[config.mk]
export PLATFORM = sky130hd
export DESIGN_NAME = coreriscv_axi4_finish_unit_param
export DESIGN_NICKNAME = d
export VERILOG_FILES = /design/src/rtl/coreriscv_axi4_finish_unit_param.sv
export SDC_FILE = /design/constraint.sdc
export NUM_CORES = 1
export LEC_CHECK = 0
export BUFFER_PORTS_ARGS = -buffer_cell sky130_fd_sc_hd__buf_4
export CORE_MARGIN = 3
export CORE_UTILIZATION = 33
export DETAILED_ROUTE_END_ITERATION = 7
export GPL_ROUTABILITY_DRIVEN = 0
export PLACE_DENSITY = 0.81
export SLEW_MARGIN = 30
export SYNTH_ARGS = -nofsm -noshare
export SYNTH_HDL_FRONTEND = slang
export SYNTH_SLANG_ARGS = --single-unit
[constraint.sdc]
create_clock -name clk -period 2.5 [get_ports clk]
set_clock_uncertainty 0.05 [all_clocks]
set_input_delay 0.5 -clock clk [delete_from_list [all_inputs] [get_ports clk]]
set_output_delay 0.5 -clock clk [all_outputs]
set_load 0.005 [all_outputs]
[src/rtl/coreriscv_axi4_finish_unit_param.sv]
// Grant-to-refill forwarder with a parametrised finish FIFO, occupancy count and sticky beat-order error.
// Optional same-cycle finish bypass when CORERISCV_AXI4_FINISH_BYPASS_EN is defined.
module coreriscv_axi4_finish_unit_param #(
  parameter  int unsigned DATA_W    = 64,
  parameter  int unsigned BEATS     = 8,
  parameter  int unsigned HDR_W     = 2,
  parameter  int unsigned MXACT_W   = 2,
  parameter  int unsigned CXACT_W   = 1,
  parameter  int unsigned MGR_ID_W  = 1,
  parameter  int unsigned CLIENT_ID = 1,
  parameter  int unsigned FQ_DEPTH  = 2,
  localparam int unsigned BEAT_W    = $clog2(BEATS),
  localparam int unsigned CNT_W     = $clog2(FQ_DEPTH + 1)
) (
  input  logic               clk,
  input  logic               reset_n,
  input  logic               io_grant_valid,
  output logic               io_grant_ready,
  input  logic [HDR_W-1:0]   io_grant_bits_header_src,
  input  logic [HDR_W-1:0]   io_grant_bits_header_dst,
  input  logic [BEAT_W-1:0]  io_grant_bits_addr_beat,
  input  logic [CXACT_W-1:0] io_grant_bits_client_xact_id,
  input  logic [MXACT_W-1:0] io_grant_bits_manager_xact_id,
  input  logic               io_grant_bits_is_builtin_type,
  input  logic [3:0]         io_grant_bits_g_type,
  input  logic [DATA_W-1:0]  io_grant_bits_data,
  output logic               io_refill_valid,
  input  logic               io_refill_ready,
  output logic [HDR_W-1:0]   io_refill_bits_header_src,
  output logic [HDR_W-1:0]   io_refill_bits_header_dst,
  output logic [BEAT_W-1:0]  io_refill_bits_addr_beat,
  output logic [CXACT_W-1:0] io_refill_bits_client_xact_id,
  output logic [MXACT_W-1:0] io_refill_bits_manager_xact_id,
  output logic               io_refill_bits_is_builtin_type,
  output logic [3:0]         io_refill_bits_g_type,
  output logic [DATA_W-1:0]  io_refill_bits_data,
  output logic               io_finish_valid,
  input  logic               io_finish_ready,
  output logic [HDR_W-1:0]   io_finish_bits_header_src,
  output logic [HDR_W-1:0]   io_finish_bits_header_dst,
  output logic [MXACT_W-1:0] io_finish_bits_manager_xact_id,
  output logic               io_ready,
  output logic [CNT_W-1:0]   io_finish_count,
  output logic               io_beat_err
);

  localparam int unsigned PTR_W = (FQ_DEPTH > 1) ? $clog2(FQ_DEPTH) : 1;
  localparam int unsigned ENT_W = MXACT_W + MGR_ID_W;

  logic [BEAT_W-1:0] beat_cnt_q, beat_cnt_d;
  logic [PTR_W-1:0]  rd_ptr_q, rd_ptr_d, wr_ptr_q, wr_ptr_d;
  logic [CNT_W-1:0]  count_q, count_d;
  logic              beat_err_q, beat_err_d;
  logic [ENT_W-1:0]  mem_q [FQ_DEPTH];
  logic [ENT_W-1:0]  mem_d [FQ_DEPTH];

  logic             needs_finish, multibeat, gate, fire, enq, deq, wr, rd;
  logic             full, empty;
  logic [ENT_W-1:0] new_entry, head;

  function automatic logic [PTR_W-1:0] ptr_inc(input logic [PTR_W-1:0] p);
    return (p == PTR_W'(FQ_DEPTH - 1)) ? '0 : p + PTR_W'(1);
  endfunction

  assign needs_finish = !(io_grant_bits_is_builtin_type && io_grant_bits_g_type == 4'd0);
  assign multibeat    = io_grant_bits_is_builtin_type ? (io_grant_bits_g_type == 4'd5)
                                                      : (io_grant_bits_g_type == 4'd0);
  assign full         = (count_q == CNT_W'(FQ_DEPTH));
  assign empty        = (count_q == '0);
  assign io_ready     = !full;
  assign gate         = io_ready | !needs_finish;
  assign io_grant_ready  = gate & io_refill_ready;
  assign io_refill_valid = gate & io_grant_valid;
  assign fire         = io_grant_valid & io_grant_ready;
  assign enq          = fire & needs_finish & (!multibeat || beat_cnt_q == BEAT_W'(BEATS - 1));
  assign new_entry    = {io_grant_bits_manager_xact_id, io_grant_bits_header_src[MGR_ID_W-1:0]};
  assign deq          = io_finish_valid & io_finish_ready;

`ifdef CORERISCV_AXI4_FINISH_BYPASS_EN
  // An entry handed straight to an empty, ready consumer never touches the FIFO.
  logic bypass;
  assign bypass          = empty & enq & io_finish_ready;
  assign io_finish_valid = !empty | enq;
  assign head            = empty ? new_entry : mem_q[rd_ptr_q];
  assign wr              = enq & !bypass;
  assign rd              = deq & !empty;
`else
  assign io_finish_valid = !empty;
  assign head            = mem_q[rd_ptr_q];
  assign wr              = enq;
  assign rd              = deq;
`endif

  assign io_finish_bits_header_src      = HDR_W'(CLIENT_ID);
  assign io_finish_bits_header_dst      = HDR_W'(head[MGR_ID_W-1:0]);
  assign io_finish_bits_manager_xact_id = head[ENT_W-1:MGR_ID_W];
  assign io_finish_count                = count_q;
  assign io_beat_err                    = beat_err_q;

  assign io_refill_bits_header_src      = io_grant_bits_header_src;
  assign io_refill_bits_header_dst      = io_grant_bits_header_dst;
  assign io_refill_bits_addr_beat       = io_grant_bits_addr_beat;
  assign io_refill_bits_client_xact_id  = io_grant_bits_client_xact_id;
  assign io_refill_bits_manager_xact_id = io_grant_bits_manager_xact_id;
  assign io_refill_bits_is_builtin_type = io_grant_bits_is_builtin_type;
  assign io_refill_bits_g_type          = io_grant_bits_g_type;
  assign io_refill_bits_data            = io_grant_bits_data;

  always_comb begin
    beat_cnt_d = beat_cnt_q;
    beat_err_d = beat_err_q;
    rd_ptr_d   = rd_ptr_q;
    wr_ptr_d   = wr_ptr_q;
    count_d    = count_q;
    mem_d      = mem_q;
    if (fire && multibeat) begin
      beat_cnt_d = beat_cnt_q + BEAT_W'(1);
      if (io_grant_bits_addr_beat != beat_cnt_q) beat_err_d = 1'b1;
    end
    if (wr) begin
      mem_d[wr_ptr_q] = new_entry;
      wr_ptr_d        = ptr_inc(wr_ptr_q);
    end
    if (rd) rd_ptr_d = ptr_inc(rd_ptr_q);
    if (wr && !rd)      count_d = count_q + CNT_W'(1);
    else if (rd && !wr) count_d = count_q - CNT_W'(1);
  end

  always_ff @(posedge clk) begin
    if (!reset_n) begin
      beat_cnt_q <= '0;
      beat_err_q <= 1'b0;
      rd_ptr_q   <= '0;
      wr_ptr_q   <= '0;
      count_q    <= '0;
      for (int unsigned i = 0; i < FQ_DEPTH; i++) mem_q[i] <= '0;
    end else begin
      beat_cnt_q <= beat_cnt_d;
      beat_err_q <= beat_err_d;
      rd_ptr_q   <= rd_ptr_d;
      wr_ptr_q   <= wr_ptr_d;
      count_q    <= count_d;
      mem_q      <= mem_d;
    end
  end

endmodule
Word level (Yosys, flattened, before mapping)
Cells that the tools add are included.
{ "word_totals": {"regBits": 14, "elab_cells": 55, "inputBits": 84, "output_inout_bits": 92} }
{ "op_classes": {"bitwise": 9, "addsub": 5, "muxes": 11, "magnitude_cmp": 3, "n_reduce_logical": 16, "n_eq_ne": 4} }
{ "ops": {"columns": ["op", "count"], "rows": [
  ["$mux W3", 4],
  ["$and A1 B1 Y1", 6],
  ["$bwmux W6", 1],
  ["$logic_not A1 Y1", 6],
  ["$logic_and A1 B1 Y1", 5],
  ["$eq A4 B3 Y1 const B", 1],
  ["$ge A2 B2 Y1 const B", 2],
  ["$logic_not A4 Y1", 1],
  ["$mux W2", 2],
  ["$not A1 Y2", 2],
  ["$add A3 B1 Y3 const B", 1],
  ["$demux W3 S1", 1],
  ["$eq A3 B3 Y1 const B", 1],
  ["$mux W1", 3],
  ["$ne A3 B3 Y1", 1],
  ["$add A1 B1 Y1 const B", 2],
  ["$add A2 B1 Y2 const B", 1],
  ["$eq A2 B2 Y1 const B", 1],
  ["$logic_not A2 Y1", 1],
  ["$lt A2 B1 Y1 const B", 1],
  ["$reduce_and A2 Y1", 1],
  ["$reduce_bool A2 Y1", 1],
  ["$sub A2 B1 Y2 const B", 1],
  ["$logic_or A1 B1 Y1", 1],
  ["$or A1 B1 Y1", 1]
]} }

Longest topological paths before layout
Gate-level depths: netlist (run 1).
{ "depth": {"word_depth": 11, "ltp_mapped": 9, "ltp_nobuf": 9} }

Least setup slack after synthesis (run 1)
No wires, ideal clock.
{ "synth_timing": {"path_type": "register to register", "startpoint": "register beat_cnt_q[0]", "endpoint": "register count_q[1], in the netlist io_finish_count[1]", "stages_incl_launch_ff": 9, "arrival_ns": 2.068, "path_slack_ns": 0.313, "n_path_buf": 0, "setup_time_ns": 0.070, "synth_period_minus_slack_ns": 2.187, "required_time_ns": 2.380, "path_cell_list": "dfxtp_1 ha_1 ha_1 and4b_1 o31ai_4 and2_4 ha_1 or3_1 a21oi_1"} }
{ "synth_between": {"elab_chain_len": 6, "word_cells_on_any_way": 8, "cone_classes": "eq/ne (1); mux (1); bitwise (1); reduce/logical (5)"} }
{ "synth_lines": {"columns": ["element", "line_no", "rtl"], "rows": [
  ["start: declaration", "50", "logic [BEAT_W-1:0] beat_cnt_q, beat_cnt_d;"],
  ["start signal: assignment", "138", "beat_cnt_q <= beat_cnt_d;"],
  ["$eq A3 B3 Y1 (*)", "75", "assign enq = fire & needs_finish & (!multibeat || beat_cnt_q == BEAT_W'(BEATS - 1));"],
  ["$logic_or A1 B1 Y1 (*)", "75", null],
  ["$and A1 B1 Y1 (*)", "75", null],
  ["named net enq", "57", "logic needs_finish, multibeat, gate, fire, enq, deq, wr, rd;"],
  ["$logic_not A1 Y1", "126", "else if (rd && !wr) count_d = count_q - CNT_W'(1);"],
  ["$logic_and A1 B1 Y1", "126", null],
  ["$reduce_bool A2 Y1 (no line)", null, null],
  ["end signal: assignment", "142", "count_q <= count_d;"],
  ["end: declaration", "52", "logic [CNT_W-1:0] count_q, count_d;"]
]} }
The timed path passes the listed nets; every way through them passes the cells marked *.
A chain may end at the register's enable or synchronous reset.

Worst setup path after layout (run 1)
{ "layout_timing": {"startpoint": "register beat_cnt_q[1]", "endpoint": "register count_q[1], in the netlist io_finish_count[1]"} }
The elaborated chain is that of the path after synthesis.

==> results of run 1 <==
[worst reg2reg max path: stages, from the launching register on]
cell and delay (ns):
dfxtp_1 0.36, ha_1 0.16, ha_1 0.15, and4b_1 0.23, o31ai_4 0.36, and2_4 0.21
ha_1 0.25, or3_1 0.36, a21oi_1 0.15
[repair_timing]
action                                  CTS  global route
gates resized for setup                   0             1
hold buffers                              0             0
endpoints found under the setup margin    0             1
buffers inserted                          0             1
[flip-flops by register name, summed over array words and instances, names as in the netlist]
register / flops
rd_ptr_q: 1
io_beat_err: 1
wr_ptr_q: 1
beat_cnt_q: 3
io_finish_count: 2
mem_q: 6
[cells by family after synthesis]
family / count (synthesis) / synth area share [%]
xor gates and xnor gates: 6 / 3.609
AOI/OAI and AO/OA: 16 / 8.247
adders and majority gates: 3 / 2.578
DFF: 14 / 19.24
muxes: 9 / 6.443
and+or+nand+nor: 36 / 16.58
buffers and inverters: 84 / 42.78
other: 2 / 0.5157
[worst max path at each step]
stage	slack, ns	startpoint	end
floorplan	0.31	beat_cnt_q[0]	io_finish_count[1]
global placement	0.24	beat_cnt_q[0]	io_finish_count[1]
detailed placement	0.13	beat_cnt_q[0]	io_finish_count[1]
CTS	0.11	beat_cnt_q[0]	io_finish_count[1]
global route	-0.007	beat_cnt_q[1]	io_finish_count[1]
finish	0.15	beat_cnt_q[1]	io_finish_count[1]
[cell type report]
cell class / count / area, sq um
Clock buffer: 4 / 55.05
Inverter: 1 / 3.754
Sequential cell: 14 / 281.5
Tap cell: 50 / 62.56
Fill cell: 435 / 2878
Timing Repair Buffer: 37 / 277.8
Multi-Input combinational cell: 73 / 556.8
[placed cells by master (no fill, tap or decap), drive strengths merged]
master	count
inv	1
nand2b	1
clkbuf	4
o31ai	1
nand3	4
nor2b	2
conb	3
and3	1
a22o	1
nand3b	1
nor2	4
nor3b	2
o21a	1
o21ai	6
and4b	1
or3	2
a22oi	1
xnor2	3
xor2	3
mux2	3
a21oi	5
nand4b	1
a31oi	1
and2	2
buf	37
ha	3
mux2i	6
nand2	11
and4bb	1
or2	1
nor3	2
dfxtp	14
[power by group through the flow]
stage / Clock, mW / Sequential (mW) / Combinational, mW
final: 0.222 / 0.287 / 0.293
after global routing: 0.243 / 0.293 / 0.323
after CTS: 0.228 / 0.288 / 0.299
after detailed placement: 0 / 0.293 / 0.297
after global placement: 0 / 0.294 / 0.290
after floorplan: 0 / 0.287 / 0.266
[metal layers]
layer	vias up	track usage [%]
li1	394	-
met1	371	9.326
met2	50	13.45
met3	23	4.155
met4	0	7.992
met5	-	0
==> out/metrics.cfg, run 1 <==
[route]
vias = 838
drt_iter0_markers = 10
routed.top_layer = met4
met2_wirelength_um = 1057
first_pass_iters = 4
drc = 0
wire_per_inst_um = 13.49
wl_met3_um = 351
wl_met1_um = 847
wirelength_um = 2414
via_per_inst = 4.682
drt.antenna.violating_nets = 0

[synthesis]
ys_ff_latch = 14
ys.flop_type = dfxtp_1
synth_edf_count = 0
ys.warnings.count = 0
avgSynthCellArea_sq_um = 8.567
ys_seq_area_share_pct = 19.24
synth_common_cells = buf_4 (82), dfxtp_1 (14), nand2_1 (11), mux2i_1 (6)
syn_inst = 170
post-synth-top-area-cell = buf_4
yosys-top-cells-area = buf_4 (42%), dfxtp_1 (19%), mux2i_1 (4.1%)
synth_cell_type_count = 37
netlist_area_sq_mm = 0.001456
ys_async_sr_fraction_pct = 0
yosysMostFrequentCell = buf_4
yosys.area.top_type_share_pct = 42.27

[placement]
placed_area_sq_mm = 0.001174
hpwl_um = 1927
dpl.cell_count = 174
port_buffers = 36
dp_worst_setup_slack_ns = 0.1271

[grt]
gr-total-overflow = 0
antenna_found_initial = 0
grt_pass1_wl_um = 3601
grt_max_degree = 13
grt_pass1_vias = 771
track_usage_pct = 8.974

[flow_run]
maxCapViolCount = 0

[die]
coreArea_sq_mm = 0.004115
die-area_sq_mm = 0.005246
start_util_pct = 35.39
num_rows = 23
die_h_um = 72.43
ios = 176
die_w_um = 72.43

[min_path]
min-delay-start = mem_q[4]
hold_path_class = reg -> reg
min_delay_path_depth = 2
min_to = mem_q[4]

[power_and_ir_drop]
power.switching_mw = 0.2421
intPower_mw = 0.5601
p_sw_share_pct = 30.18
p_per_area_mw_per_mm2 = 648.3
power.leakage_nw = 0.5632
clkPwrFrac_pct = 27.6
combPwrFrac_pct = 36.5
total_power_mw = 0.8023
vdd_drop_max_uv = 447.3
p_seq_share_pct = 35.8

[sta]
fmax_ghz = 0.4262
finalSetupViolations = 0
setup_tns_ns = 0
finalCritPeriodShare_pct = 93.84
post-route-min-period_ns = 2.346
worst_slack_ns = 0.1539
hold_viol = 0
maxSlewViolCount = 0
whs_ns = 0.4095

[clocking]
htreeDepth = 1
root_buffer = clkbuf_8
clkSinkCount = 14
cts_tree = yes
cts_buffer_depth = 2
clk_latency_ns = 0.25
cts_buffers = 3
clk_pin_slew_ns = 0.06

[run_status]
status = finished clean

[cells_and_area]
n_antenna_cell = 0
finalNetCount = 217
post-route-util_pct = 30.07
layoutNonFillerInstCount = 179
synthToLayoutAreaGrowth_pct = -15.03
drive_gt1_share_pct = 44.19
final_area_sq_mm = 0.001237

[critical_path]
cp_slowest_cell = dfxtp_1
r2r_slack_ns = 0.15
r2r_start = beat_cnt_q[1]
r2r-end = io_finish_count[1]
crit_buf_inv = 0
crit_arrival_ns = 2.48
end_kind = flop
crit_fanout = 4
r2r_cells = 8
critPathLaunchType = flop
max_stage_delay_ns = 0.36
cp.depth = 8
crit_path_cell_trace = ha_1, ha_1, and4b_1, o31ai_4, and2_4, ha_1, or3_1, a21oi_1
crit_required_ns = 2.63
cp_top_family = simple AND/OR/NAND/NOR gates
cp_common_cell = ha_1
crit_type = reg -> reg

No activity file was read; power rests on OpenSTA's default activity.
==> run 2: changes to the inputs <==
- CORE_UTILIZATION: 33 -> 36
- PLACE_DENSITY: 0.81 -> 0.87
- clock period: 2.5 -> 2.71 ns (I/O delays scaled with it)
==> run 2 against run 1 <==
Net effect:
- register-to-register slack better by 0.22 ns
- clock power shrank 9%
- non-clock buffer count fell by 1
- highest routed layer unchanged
- hold slack improved by 0.0045 ns
==> out/metrics.cfg, run 2 (synthesis results as in run 1) <==
[die]
die_h_um = 69.61  ; -3.9%
num_rows = 22  ; -4.3%
coreArea_sq_mm = 0.003771  ; -8.4%
die_w_um = 69.61  ; -3.9%
die-area_sq_mm = 0.004845  ; -7.6%
start_util_pct = 38.62  ; +3.2 points
ios = 176  ; unchanged

[critical_path]
crit_fanout = 4  ; unchanged
crit_required_ns = 2.84  ; +0.21 ns
end_kind = flop
crit_arrival_ns = 2.47  ; about the same
critPathLaunchType = flop
crit_type = reg -> reg

[clocking]
clk_latency_ns = 0.25  ; about the same
cts_buffers = 3  ; unchanged
root_buffer = clkbuf_8
cts_tree = yes
post_cts_buffers = 0  ; unchanged
cts_hold_buf = 0  ; unchanged
ctsResizeCount = 0  ; unchanged
clkSinkCount = 14  ; unchanged
clk_pin_slew_ns = 0.06  ; about the same
htreeDepth = 1  ; unchanged
cts_buffer_depth = 2  ; unchanged

[run_status]
status = finished clean

[sta]
whs_ns = 0.4140  ; +0.004506 ns
post-route-min-period_ns = 2.339  ; -0.007470 ns
finalCritPeriodShare_pct = 86.29  ; -7.5 points
rsz0062_at_grt = false
fmax_ghz = 0.4276  ; +0.32%
hold_viol = 0  ; unchanged
maxSlewViolCount = 0  ; unchanged
finalSetupViolations = 0  ; unchanged
worst_slack_ns = 0.3714  ; +0.2175 ns
setup_tns_ns = 0  ; unchanged

[min_path]
hold_path_class = reg -> reg

[cells_and_area]
multiInputGateArea_sq_um = 556.8  ; unchanged
drive_gt1_share_pct = 42.97  ; -1.2 points
finalNetCount = 216  ; -0.46%
synthToLayoutAreaGrowth_pct = -15.81
final_cell_mix = buf_4 (36), dfxtp_1 (14), nand2_1 (11)
area.sequential_sq_um = 280.3  ; -0.44%
post-route-util_pct = 32.51  ; +2.4 points
final_area_sq_mm = 0.001226  ; -0.91%
n_antenna_cell = 0  ; unchanged
largest_reg_flops = 6  ; unchanged
regMostFlops = mem_q
layout_commonest_cell = buf_4
layoutNonFillerInstCount = 176  ; -1.7%
fillers = 395  ; -9.2%

[route]
first_pass_iters = 2  ; -2
wirelength_um = 2574  ; +6.6%
vias = 844  ; +0.72%
via_per_inst = 4.795  ; +2.4%
drt_iter0_markers = 22  ; +12
wire_per_inst_um = 14.63  ; +8.4%
drc = 0  ; unchanged
drt.antenna.violating_nets = 0  ; unchanged

[power_and_ir_drop]
power.leakage_nw = 0.5583  ; -0.86%
vdd_drop_max_uv = 316.4  ; -29%
p_per_area_mw_per_mm2 = 602.1  ; -7.1%
total_power_mw = 0.7383  ; -8.0%

[grt]
antenna_found_initial = 0  ; unchanged
track_usage_pct = 10.76  ; +1.8 points
grt_pass1_vias = 879  ; +14%
grt_max_degree = 13  ; unchanged
gr-total-overflow = 0  ; unchanged
grt_pass1_wl_um = 4119  ; +14%

[placement]
dp_worst_setup_slack_ns = 0.3232  ; +0.1961 ns
dpl.cell_count = 172  ; -1.1%
placed_area_sq_mm = 0.001171  ; -0.21%
port_buffers = 36  ; unchanged
hpwl_um = 2126  ; +10%

[flow_run]
maxCapViolCount = 0  ; unchanged

==> run 2: cell types whose count changed in the layout (fill, tap and decap cells not counted) <==
cell / previous run / this run
dfxtp_2: 1 / 0
buf_4: 37 / 36
dfxtp_1: 13 / 14
==> run 2: power breakdown <==
part           switching [mW]  leakage [nW]  internal (mW)
Clock                  0.0743        0.0288          0.129
Sequential             0.0340         0.114          0.234
Combinational           0.114         0.416          0.154
Total                   0.222         0.558          0.516
==> run 2: area by class of cell <==
class / count / share of cell area, %
clock buffer: 4 / 4.490
inverter: 1 / 0.3061
multi-input combinational: 73 / 45.41
sequential: 14 / 22.86
tap: 48 / 4.898
timing repair buffer: 36 / 22.04
==> run 2: path summary, 6_finish.rpt <==
kind	startpoint	end	slack, ns	cells past startpoint
worst max-delay path	beat_cnt_q[0]	io_finish_count[1]	0.37	8
worst min-delay path	mem_q[4]	mem_q[4]	0.41	2
worst max register to register	beat_cnt_q[0]	io_finish_count[1]	0.37	8
worst min register to register	mem_q[4]	mem_q[4]	0.41	2
==> run 2: critical path, stage by stage, from the launching register on <==
cell,delay (ns)
dfxtp_1,0.38
ha_1,0.17
ha_1,0.15
and4b_1,0.22
o31ai_4,0.34
and2_4,0.23
ha_1,0.26
or3_1,0.36
a21oi_1,0.14
==> run 2: metal layers <==
metal	share of wire (%)	track usage [%]	vias to the layer above
li1	-	-	391
met1	31	8.854	370
met2	49	18.64	61
met3	14	5.797	22
met4	5.7	8.894	0
met5	0	0	-
